File: src/rtl/pool_pkg.sv
// pool_pkg: shared defaults and encodings for the 2x2 max-pool row stage.
//   DATA_W_DEF    - default sample width (signed two's complement)
//   ROW_PAIRS_DEF - default horizontal-max results per input row
//   OUT_ROWS_DEF  - default pooled output rows per frame
//   ph_t          - row parity: EVEN rows are buffered, ODD rows are pooled
package pool_pkg;

  localparam int unsigned DATA_W_DEF    = 21;
  localparam int unsigned ROW_PAIRS_DEF = 14;
  localparam int unsigned OUT_ROWS_DEF  = 14;

  typedef enum logic {
    PH_EVEN = 1'b0,
    PH_ODD  = 1'b1
  } ph_t;

endpackage

File: src/rtl/max2_signed.sv
// max2_signed: combinational signed maximum of two W-bit two's-complement values.
//   a - preferred operand, returned on equality
//   b - second operand
//   y - signed max(a, b)
module max2_signed #(
  parameter int unsigned W = 21
) (
  input  logic [W-1:0] a,
  input  logic [W-1:0] b,
  output logic [W-1:0] y
);

  // One extra bit keeps the compare overflow-free for any operand pair.
  logic signed [W:0] a_x;
  logic signed [W:0] b_x;

  always_comb begin
    a_x = {a[W-1], a};
    b_x = {b[W-1], b};
    y   = (a_x >= b_x) ? a : b;
  end

endmodule

File: src/rtl/pool_row_buffer.sv
// pool_row_buffer: vertical half of a 2x2 max-pool. EVEN rows of horizontal-pair
// maxima are stored in a line buffer; each ODD-row sample is compared with the
// buffered sample of the same column and the signed max is emitted one cycle later.
//   clk          - rising-edge clock
//   rst          - asynchronous active-high reset
//   i_sof        - start of frame, qualifies same-cycle sample as row 0 col 0
//   i_valid      - i_data valid this cycle
//   i_data       - signed horizontal-pair max
//   o_valid      - o_data holds a pooled result this cycle
//   o_data       - signed 2x2 max-pool result (holds when o_valid low)
//   o_frame_done - pulses with the last o_valid of a frame
module pool_row_buffer
  import pool_pkg::*;
#(
  parameter int unsigned DATA_W    = DATA_W_DEF,
  parameter int unsigned ROW_PAIRS = ROW_PAIRS_DEF,
  parameter int unsigned OUT_ROWS  = OUT_ROWS_DEF
) (
  input  logic              clk,
  input  logic              rst,
  input  logic              i_sof,
  input  logic              i_valid,
  input  logic [DATA_W-1:0] i_data,
  output logic              o_valid,
  output logic [DATA_W-1:0] o_data,
  output logic              o_frame_done
);

  localparam int unsigned COL_W = (ROW_PAIRS > 1) ? $clog2(ROW_PAIRS) : 1;
  localparam int unsigned ROW_W = (OUT_ROWS > 1) ? $clog2(OUT_ROWS) : 1;
  localparam logic [COL_W-1:0] COL_MAX = COL_W'(ROW_PAIRS - 1);
  localparam logic [ROW_W-1:0] ROW_MAX = ROW_W'(OUT_ROWS - 1);

  logic [COL_W-1:0] col_q,     col_d;
  ph_t              ph_q,      ph_d;
  logic [ROW_W-1:0] out_row_q, out_row_d;

  // Position the current sample is processed at (after any i_sof override).
  logic [COL_W-1:0] cur_col;
  ph_t              cur_ph;
  logic [ROW_W-1:0] cur_row;

  logic wr_en;
  logic out_en;
  logic frame_end;

  logic [DATA_W-1:0] line_buf [ROW_PAIRS];
  logic [DATA_W-1:0] buf_rd;
  logic [DATA_W-1:0] max_val;

  // Next-state and control
  always_comb begin
    cur_col   = col_q;
    cur_ph    = ph_q;
    cur_row   = out_row_q;
    if (i_sof) begin
      cur_col = '0;
      cur_ph  = PH_EVEN;
      cur_row = '0;
    end

    col_d     = cur_col;
    ph_d      = cur_ph;
    out_row_d = cur_row;
    wr_en     = 1'b0;
    out_en    = 1'b0;
    frame_end = 1'b0;

    if (i_valid) begin
      wr_en  = (cur_ph == PH_EVEN);
      out_en = (cur_ph == PH_ODD);
      if (cur_col == COL_MAX) begin
        col_d = '0;
        if (cur_ph == PH_EVEN) begin
          ph_d = PH_ODD;
        end else begin
          ph_d = PH_EVEN;
          if (cur_row == ROW_MAX) begin
            out_row_d = '0;
            frame_end = 1'b1;
          end else begin
            out_row_d = cur_row + ROW_W'(1);
          end
        end
      end else begin
        col_d = cur_col + COL_W'(1);
      end
    end
  end

  // State and output registers
  always_ff @(posedge clk or posedge rst) begin
    if (rst) begin
      col_q        <= '0;
      ph_q         <= PH_EVEN;
      out_row_q    <= '0;
      o_valid      <= 1'b0;
      o_data       <= '0;
      o_frame_done <= 1'b0;
    end else begin
      col_q        <= col_d;
      ph_q         <= ph_d;
      out_row_q    <= out_row_d;
      o_valid      <= out_en;
      o_frame_done <= frame_end;
      if (out_en) begin
        o_data <= max_val;
      end
    end
  end

  // Line buffer: not reset, every entry is rewritten by an EVEN row before use.
  always_ff @(posedge clk) begin
    if (wr_en) begin
      line_buf[cur_col] <= i_data;
    end
  end

  assign buf_rd = line_buf[cur_col];

  max2_signed #(
    .W (DATA_W)
  ) u_max (
    .a (i_data),
    .b (buf_rd),
    .y (max_val)
  );

endmodule
File: config.mk
export PLATFORM = sky130hd
export DESIGN_NAME = pool_row_buffer
export DESIGN_NICKNAME = d
export VERILOG_FILES = /design/src/rtl/pool_pkg.sv /design/src/rtl/max2_signed.sv /design/src/rtl/pool_row_buffer.sv
export SDC_FILE = /design/constraint.sdc
export NUM_CORES = 1
export LEC_CHECK = 0
export CAP_MARGIN = 10
export CORE_ASPECT_RATIO = 1.1
export CORE_MARGIN = 10
export CORE_UTILIZATION = 55
export CTS_CLUSTER_DIAMETER = 100
export CTS_CLUSTER_SIZE = 40
export DETAILED_ROUTE_END_ITERATION = 7
export HOLD_SLACK_MARGIN = 0.02
export PLACE_DENSITY = 0.76
export SLEW_MARGIN = 20
export SYNTH_ARGS = -nofsm -noshare
export SYNTH_HDL_FRONTEND = slang
export SYNTH_HIERARCHICAL = 1
export SYNTH_SLANG_ARGS = --single-unit
File: constraint.sdc
create_clock -name clk -period 3.72 [get_ports clk]
set_clock_uncertainty 0.2 [all_clocks]
set_input_delay 0.744 -clock clk [delete_from_list [all_inputs] [get_ports clk]]
set_output_delay 0.744 -clock clk [all_outputs]
set_load 0.01 [all_outputs]
==> flow_summary.json, run 1 <==
{
  "drive_gt1_share_pct": 28.9,
  "grt_max_degree": 42,
  "critPathMaxFanout": 9,
  "seq_area_frac_synth_pct": 71.4,
  "cts_buffers": 12,
  "hold_slack_ns": 0.289,
  "yosysMostFrequentCell": "edfxtp_1",
  "grt_antenna_before_repair": 0,
  "rows": 60,
  "synth_nets": 914,
  "cts_hold_buf": 0,
  "critical_path_class": "reg2reg",
  "worst_slew_pin_slew_ns": 0.916,
  "remaining_drc_errors": 0,
  "failed_checks": "negative setup slack",
  "yosys-top-cells-area": "edfxtp_1, dfrtp_1, mux2i_1",
  "cts.clk_slew.worst_paths_ns": 0.14,
  "h-tree-depth": 1,
  "ys_async_sr_fraction_pct": 9.82,
  "syn_to_final_growth_pct": 22.3,
  "initial_core_util_pct": 55.4,
  "clk_path_buf_depth": 3,
  "relSlewSlack_pct": 38.9,
  "cts.sinks": 326,
  "via_count": 8508,
  "clk-insertion-delay-late_ns": 0.51,
  "fmax_ghz": 0.235,
  "synth_edf_count": 294,
  "regToRegSetupSlack_ns": -0.53,
  "ys_seq_elements": 326,
  "finish.instance_area_um2": 16500,
  "end_kind": "flop",
  "nNetsFinal": 1088,
  "drt-initial-drc-count": 1160,
  "gp_congestion": 0.908,
  "dp_hpwl_um": 22300,
  "hp-start": "o_data[5]",
  "synthCells": 868,
  "grt_use_total_pct": 21.5,
  "powerDensity_nw_per_um2": 434,
  "ir_drop_uv": 357,
  "required_ns": 3.94,
  "synth_top_area_share_pct": 65.5,
  "yosysTopAreaCell": "edfxtp_1",
  "hold_violations": 0,
  "ys.flop_type": "edfxtp_1",
  "yosysWarningCount": 6,
  "period_share_pct": 114,
  "place_area_um2": 15500,
  "hold_class": "reg2reg",
  "root_buffer": "clkbuf_16",
  "grt_pass1_wl_um": 51200,
  "rsz0062_at_grt": "yes",
  "cts_tree": "yes",
  "period_minus_slack_ns": 4.25,
  "core-area_um2": 24300,
  "cp-start-kind": "flop",
  "status": "finished, violations left",
  "slew_violations": 0,
  "synth_commonest_cells": "edfxtp_1, nand2_1, mux2i_1",
  "grt_pass1_vias": 8475,
  "ios": 48,
  "grt_overflow": 0,
  "cellLeakagePower_uw": 0.00600,
  "n_antenna_cell": 0,
  "yosysUniqueCellTypes": 60,
  "dieArea_um2": 31200,
  "wirelength_um": 34400,
  "dieHeight_um": 184,
  "worst_slack_ns": -0.534,
  "setup_viol": 21,
  "dr.pass1.iters": 6,
  "rr_startpoint": "col_q[0]",
  "die_width_um": 169,
  "fin_tns_setup_ns": -10.51,
  "arrival_ns": 4.47,
  "io_buffers": 47,
  "wl_per_cell_um": 25.4,
  "via_per_inst": 6.27,
  "ant_nets": 0,
  "avgSynthCellArea_um2": 15.5,
  "syn_area_um2": 13500,
  "startpoint": "col_q[0]",
  "cap_violations": 0
}
-- timing repair --
action                     4_1_cts  5_1_grt
resized for setup               55       15
gates cloned                     6        0
setup endpoints to repair       21       21
pin swaps                       15        6
setup buffers                   12        8
-- layer usage --
metal	up-vias	GRT usage, %	part of all wire (%)
met3	87	3.96	10
met4	0	8.22	3.8
met5	-	0	0
li1	3706	-	-
met2	460	34.9	48
met1	4255	28.3	38
-- cells in the final DEF, fill, tap and decap left out, drive strengths merged, types with 11 or more instances in the layout --
master / netlist / routed
buf: 30 / 159
edfxtp: 294 / 294
inv: 24 / 24
a221oi: 15 / 15
mux2i: 47 / 47
nand3: 11 / 11
a22oi: 46 / 46
ha: 21 / 21
clkbuf: 18 / 17
o22ai: 20 / 20
clkdlybuf4s50: 0 / 46
nand2: 86 / 86
mux2: 43 / 43
a21oi: 32 / 32
a22o: 16 / 16
nor2: 38 / 38
or4b: 17 / 19
dfrtp: 32 / 32
-- sequential cells by signal, indices dropped and copies added (netlist names) --
name          cells
ph_q              1
o_frame_done      1
o_valid           1
line_buf        294
col_q             4
out_row_q         4
o_data           21
-- per-stage QoR --
step | utilization, % | worst slack, ns | power [uW] | std cells
2_1_floorplan | - | -0.108 | 4760 | 868
3_3_place_gp | 63.6 | -1.20 | 5130 | 1312
3_5_place_dp | 63.6 | -1.27 | 5160 | 1312
4_1_cts | 67.1 | -0.430 | 7060 | 1349
5_1_grt | 67.8 | -0.651 | 7330 | 1357
6_report | 67.8 | -0.534 | 7150 | 1357
-- final cells by class --
class | instances | area [um2]
inverters | 24 | 90.1
flip-flops and latches | 326 | 9640
multi-input cells | 472 | 3940
clock buffers | 17 | 340
clock inverters | 2 | 60.1
fillers | 1568 | 7840
repair buffers | 206 | 2030
well taps | 310 | 388
-- report_power, final --
group	internal, uW	leakage [uW]	switching (uW)	total, uW
logic	689	0.00271	606	1300
clock network	739	0.000190	1060	1800
registers	4040	0.00310	21.4	4060
total	5460	0.00600	1690	7150
-- worst paths after layout --
check	depth (start not counted)	endpoint
setup / recovery	21	o_data[15]
hold / removal	2	o_data[5]
setup reg to reg	21	o_data[15]
hold reg to reg	2	o_data[5]
max in group asynchronous	3	o_data[15]
min in group asynchronous	2	o_data[16]
-- critical path, cell delays in order, from the launching register on --
cell and delay (ns):
dfrtp_4 0.57, buf_6 0.14, nor3b_4 0.15, buf_6 0.14, buf_12 0.15, a22oi_2 0.18
nor2_1 0.07, or4b_4 0.55, inv_2 0.07, ha_1 0.22, nand4_1 0.11, buf_6 0.14
buf_4 0.10, nor2_1 0.04, a211oi_2 0.25, a31o_1 0.23, nand3_4 0.13, buf_12 0.16
buf_12 0.13, mux2_4 0.30, nand2_1 0.07, nand2_1 0.05
-- cell families after synthesis --
group                      after synthesis  share of synthesized area (%)
DFF                                    326                           71.4
adders and majority gates               21                           1.95
and+or+nand+nor                        200                           7.97
xor gates and xnor gates                 2                          0.130
buffers and inverters                   72                           2.69
AOI/OAI and AO/OA                      157                           8.19
muxes                                   90                           7.64
No activity file was read; power rests on OpenSTA's default activity.
==> inputs of run 2 (changes only) <==
- CORE_MARGIN: 10 -> 2
==> run 2 against run 1 <==
Combinational power fell by 3%. Highest routed layer unchanged. Sequential power about the same. Cell area rose by 0.46%. The run still ends with negative setup slack left. Worst hold slack hardly changed. Critical path depth shrank 3. Utilization is 0.52 points higher. Register-to-register slack is essentially flat. Die area shrank 17%. Clock power decreased by 5%.
==> flow_summary.json, run 2 (same netlist as run 1, synthesis figures left out) <==
{
  "path_cells": "buf_12 -> buf_12 -> buf_8 -> mux2_4 -> a221oi_4 -> or4b_4 -> inv_2 -> ha_4 -> nand4_1 -> nor4_2 -> buf_4 -> o21ai_2 -> a31o_1 -> nand3_4 -> buf_12 -> mux2_4 -> nand2_2 -> nand2_1",
  "cap_violations": 0,
  "initial_core_util_pct": 55.6,
  "remaining_drc_errors": 0,
  "rr_startpoint": "col_q[0]",
  "dieArea_um2": 25800,
  "cts.sinks": 326,
  "hp-start": "o_data[1]",
  "cts_buffers": 12,
  "clk-insertion-delay-late_ns": 0.54,
  "fmax_ghz": 0.235,
  "via_per_inst": 6.16,
  "cts_hold_buf": 0,
  "final_cell_mix": "edfxtp_1, buf_4, nand2_1",
  "dr.pass1.iters": 6,
  "relSlewSlack_pct": 64.5,
  "rsz0062_at_grt": "yes",
  "worst_slew_pin_slew_ns": 0.529,
  "power.share.switching_pct": 23.7,
  "p_int_uw": 5350,
  "final_common_cell": "edfxtp_1",
  "wirelength_um": 33200,
  "die_width_um": 153,
  "grt_pass1_vias": 8242,
  "hold_violations": 0,
  "grt_max_degree": 42,
  "crit_path_max_incr_delay_ns": 0.53,
  "pwr-share-comb_pct": 17.9,
  "dieHeight_um": 168,
  "regMostFlops": "line_buf",
  "fillers": 1561,
  "critPathMaxFanout": 8,
  "grt_overflow": 0,
  "reg_top3": "line_buf (294), o_data (21)",
  "slew_violations": 0,
  "cp_common_cell": "buf_12",
  "failed_checks": "negative setup slack",
  "hold_class": "reg2reg",
  "timing.critical_path.buf_inv": 6,
  "critPathSlowestCell": "dfrtp_4",
  "setup_viol": 21,
  "via_count": 8431,
  "arrival_ns": 4.46,
  "root_buffer": "clkbuf_16",
  "wl_per_cell_um": 24.2,
  "cts_tree": "yes",
  "power_frac_seq_pct": 57.8,
  "drt-initial-drc-count": 821,
  "cp_num_cells": 18,
  "clk_path_buf_depth": 3,
  "nNetsFinal": 1099,
  "r2r-end": "o_data[18]",
  "h-tree-depth": 1,
  "cts.clk_slew.worst_paths_ns": 0.13,
  "period_minus_slack_ns": 4.25,
  "regToRegSetupSlack_ns": -0.53,
  "period_share_pct": 114,
  "cellLeakagePower_uw": 0.00602,
  "syn_to_final_growth_pct": 22.9,
  "worst_slack_ns": -0.530,
  "power_frac_clock_pct": 24.3,
  "pre_cts_slack_ns": -1.40,
  "holdPathEnd": "o_data[1]",
  "ant_nets": 0,
  "p_sw_uw": 1670,
  "largest_reg_flops": 294,
  "grt_use_total_pct": 25.4,
  "gp_congestion": 0.864,
  "dp_hpwl_um": 22100,
  "ios": 48,
  "grt_pass1_wl_um": 49400,
  "drive_gt1_share_pct": 30.6,
  "reg2regPathDepth": 18,
  "grt_antenna_before_repair": 0,
  "end_kind": "flop",
  "n_antenna_cell": 0,
  "whs_path_depth": 2,
  "fin_util_pct": 68.3,
  "cp_top_family": "simple AND/OR/NAND/NOR gates",
  "cp-start-kind": "flop",
  "ir_drop_uv": 293,
  "rows": 60,
  "required_ns": 3.93,
  "io_buffers": 47,
  "powerDensity_nw_per_um2": 424,
  "status": "finished, violations left",
  "core-area_um2": 24200,
  "critical_path_class": "reg2reg"
}
[run 2: metal layers]
layer | GRT usage (%) | share of wire (%)
met5 | 0 | 0
met4 | 5.92 | 2.0
met3 | 3.42 | 9.1
met2 | 42.5 | 49
met1 | 35.7 | 40
[run 2: repair_timing]
action | 4_1_cts | 5_1_grt
buffers inserted | 19 | 1
pin swaps | 17 | 5
gates resized for setup | 74 | 8
endpoints found under the setup margin | 21 | 21
gates cloned | 1 | 0
[run 2: worst min-delay path: stages, from the launching register on]
cell,delay [ns]
dfrtp_1,0.37
nand2_1,0.05
nand2_1,0.05
[run 2: final cells by class]
cell class	instances	area [um2]	share of cell area [%]
clock buffers	16	315	1.90
clock inverters	4	61.3	0.370
inverters	24	92.6	0.559
multi-input cells	470	3950	23.8
flip-flops and latches	326	9640	58.2
well taps	310	388	2.34
repair buffers	219	2120	12.8
[run 2: per-stage QoR]
stage | cell area (um2) | total power (uW) | TNS [ns] | std cells | hold WS, ns
6_report | 16600 | 7020 | -10.57 | 1369 | 0.289
4_1_cts | 16500 | 7000 | -8.47 | 1368 | 0.294
2_1_floorplan | 13600 | 4760 | -2.37 | 868 | 0.308
5_1_grt | 16600 | 7220 | -12.24 | 1369 | 0.314
3_5_place_dp | 15600 | 5190 | -28.64 | 1328 | 0.262
3_3_place_gp | 15600 | 5170 | -26.20 | 1328 | 0.260
[run 2: power groups by stage]
stage	Combinational, uW	Clock [uW]	Sequential, uW
6_report	1260	1710	4050
5_1_grt	1320	1840	4060
4_1_cts	1230	1720	4050
3_5_place_dp	1050	0	4140
3_3_place_gp	1030	0	4140
2_1_floorplan	636	0	4130
[run 2: how the worst max path moves through the flow]
stage	slack, ns	from	to
finish	-0.53	col_q[0]	o_data[18]
floorplan	-0.11	i_sof	o_data[0]
detailed placement	-1.40	i_sof	o_data[10]
CTS	-0.43	col_q[0]	o_data[18]
global placement	-1.26	i_sof	o_data[20]
global route	-0.62	col_q[0]	o_data[19]
==> inputs of run 3 (changes only) <==
- CTS_BUF_LIST: not set -> sky130_fd_sc_hd__clkbuf_16
==> run 3 against run 2 <==
The flow still finishes with violations (negative setup slack). Clock power is essentially flat. Count of clock-buffer cells in the layout shrank 4. Non-clock buffer count is the same. Critical endpoint unchanged. Highest routed layer unchanged.
==> flow_summary.json, run 3 (same netlist as run 1, synthesis figures left out) <==
{
  "status": "finished, violations left",
  "failed_checks": "negative setup slack",
  "fin_util_pct": 68.3,
  "cts.sinks": 326,
  "n_antenna_cell": 0,
  "end_kind": "flop",
  "fmax_ghz": 0.235,
  "nNetsFinal": 1099,
  "worst_slew_pin_slew_ns": 0.529,
  "hp-start": "o_data[1]",
  "power_frac_seq_pct": 57.8,
  "grt_overflow": 0,
  "stdcell_count": 1369,
  "hold_slack_ns": 0.289,
  "period_minus_slack_ns": 4.26,
  "root_buffer": "clkbuf_16",
  "regMostFlops": "line_buf",
  "dp_hpwl_um": 22100,
  "syn_to_final_growth_pct": 22.9,
  "cts.clk_slew.worst_paths_ns": 0.13,
  "grt_pass1_wl_um": 49400,
  "critical_path_class": "reg2reg",
  "remaining_drc_errors": 0,
  "powerDensity_nw_per_um2": 423,
  "critPathSlowestCell": "dfrtp_4",
  "cp_common_cell": "buf_12",
  "timing.critical_path.buf_inv": 6,
  "pwr-share-comb_pct": 18.0,
  "cts_tree": "yes",
  "required_ns": 3.93,
  "period_share_pct": 114,
  "via_per_inst": 6.19,
  "ir_drop_uv": 293,
  "ant_nets": 0,
  "cellLeakagePower_uw": 0.00604,
  "grt_max_degree": 42,
  "regToRegSetupSlack_ns": -0.54,
  "placed_cells": 1328,
  "rows": 60,
  "relSlewSlack_pct": 64.5,
  "whs_path_depth": 2,
  "cts_buffers": 12,
  "wirelength_um": 33200,
  "grt_antenna_before_repair": 0,
  "grt_pass1_vias": 8242,
  "rr_startpoint": "col_q[0]",
  "cts_hold_buf": 0,
  "setup_viol": 21,
  "slew_violations": 0,
  "dieHeight_um": 168,
  "drt-initial-drc-count": 825,
  "crit_path_max_incr_delay_ns": 0.53,
  "cp_top_family": "simple AND/OR/NAND/NOR gates",
  "final_cell_mix": "edfxtp_1, buf_4, nand2_1",
  "p_sw_uw": 1670,
  "total_power_uw": 7010,
  "ios": 48,
  "arrival_ns": 4.47,
  "power.share.switching_pct": 23.8,
  "dr.pass1.iters": 6,
  "final_common_cell": "edfxtp_1",
  "via_count": 8471,
  "largest_reg_flops": 294,
  "reg_top3": "line_buf (294), o_data (21)",
  "hold_class": "reg2reg",
  "cp-start-kind": "flop",
  "p_int_uw": 5340,
  "r2r-end": "o_data[18]",
  "cap_violations": 0,
  "path_cells": "buf_12 -> buf_12 -> buf_8 -> mux2_4 -> a221oi_4 -> or4b_4 -> inv_2 -> ha_4 -> nand4_1 -> nor4_2 -> buf_4 -> o21ai_2 -> a31o_1 -> nand3_4 -> buf_12 -> mux2_4 -> nand2_2 -> nand2_1",
  "critPathMaxFanout": 8,
  "reg2regPathDepth": 18,
  "gp_congestion": 0.864,
  "dieArea_um2": 25800,
  "die_width_um": 153,
  "wl_per_cell_um": 24.3,
  "clk_path_buf_depth": 3,
  "h-tree-depth": 1,
  "core-area_um2": 24200,
  "worst_slack_ns": -0.538,
  "hold_violations": 0,
  "drive_gt1_share_pct": 30.6,
  "io_buffers": 47,
  "power_frac_clock_pct": 24.2,
  "holdPathEnd": "o_data[1]",
  "rsz0062_at_grt": "yes",
  "grt_use_total_pct": 25.4,
  "clk-insertion-delay-late_ns": 0.54,
  "initial_core_util_pct": 55.6
}
run 3: power groups by stage:
stage	logic (uW)	clock network [uW]	registers, uW
3_5_place_dp	1050	0	4140
3_3_place_gp	1030	0	4140
5_1_grt	1320	1830	4060
2_1_floorplan	636	0	4130
6_report	1260	1700	4050
4_1_cts	1230	1710	4050
run 3: worst max path at each step:
| stage | to | cells after the start | slack [ns] | startpoint |
|---|---|---|---|---|
| CTS | o_data[18] | 18 | -0.43 | col_q[0] |
| global route | o_data[19] | 20 | -0.62 | col_q[0] |
| global placement | o_data[20] | 17 | -1.26 | i_sof |
| finish | o_data[18] | 18 | -0.54 | col_q[0] |
| floorplan | o_data[0] | 18 | -0.11 | i_sof |
| detailed placement | o_data[10] | 17 | -1.40 | i_sof |
run 3: metal layers:
layer  wire length (um)  up-vias  GRT usage, %
met2              16100      434          42.5
met4                680        0          5.92
li1                   -     3726             -
met5                  0        -             0
met3               3150       49          3.42
met1              13300     4262          35.7
run 3: through the flow:
stage	setup WS, ns	TNS [ns]	area [um2]
finish	-0.538	-10.74	16600
global route	-0.620	-12.24	16600
CTS	-0.426	-8.47	16500
detailed placement	-1.40	-28.64	15600
global placement	-1.26	-26.20	15600
floorplan	-0.108	-2.37	13600
run 3: area by class of cell:
cell class	instances	area [um2]
clock buffer	12	300
clock inverter	8	76.3
fill	1561	7680
inverter	24	92.6
multi-input combinational	470	3950
sequential	326	9640
tap	310	388
timing repair buffer	219	2120
run 3: what timing repair did:
item,in CTS,in global routing
setup buffers,19,1
pin swaps,17,5
gates cloned,1,0
setup endpoints to repair,21,21
gates resized for setup,74,8
run 3: worst min-delay path, stage by stage (launching register included):
cell,delay [ns]
dfrtp_1,0.37
nand2_1,0.05
nand2_1,0.05
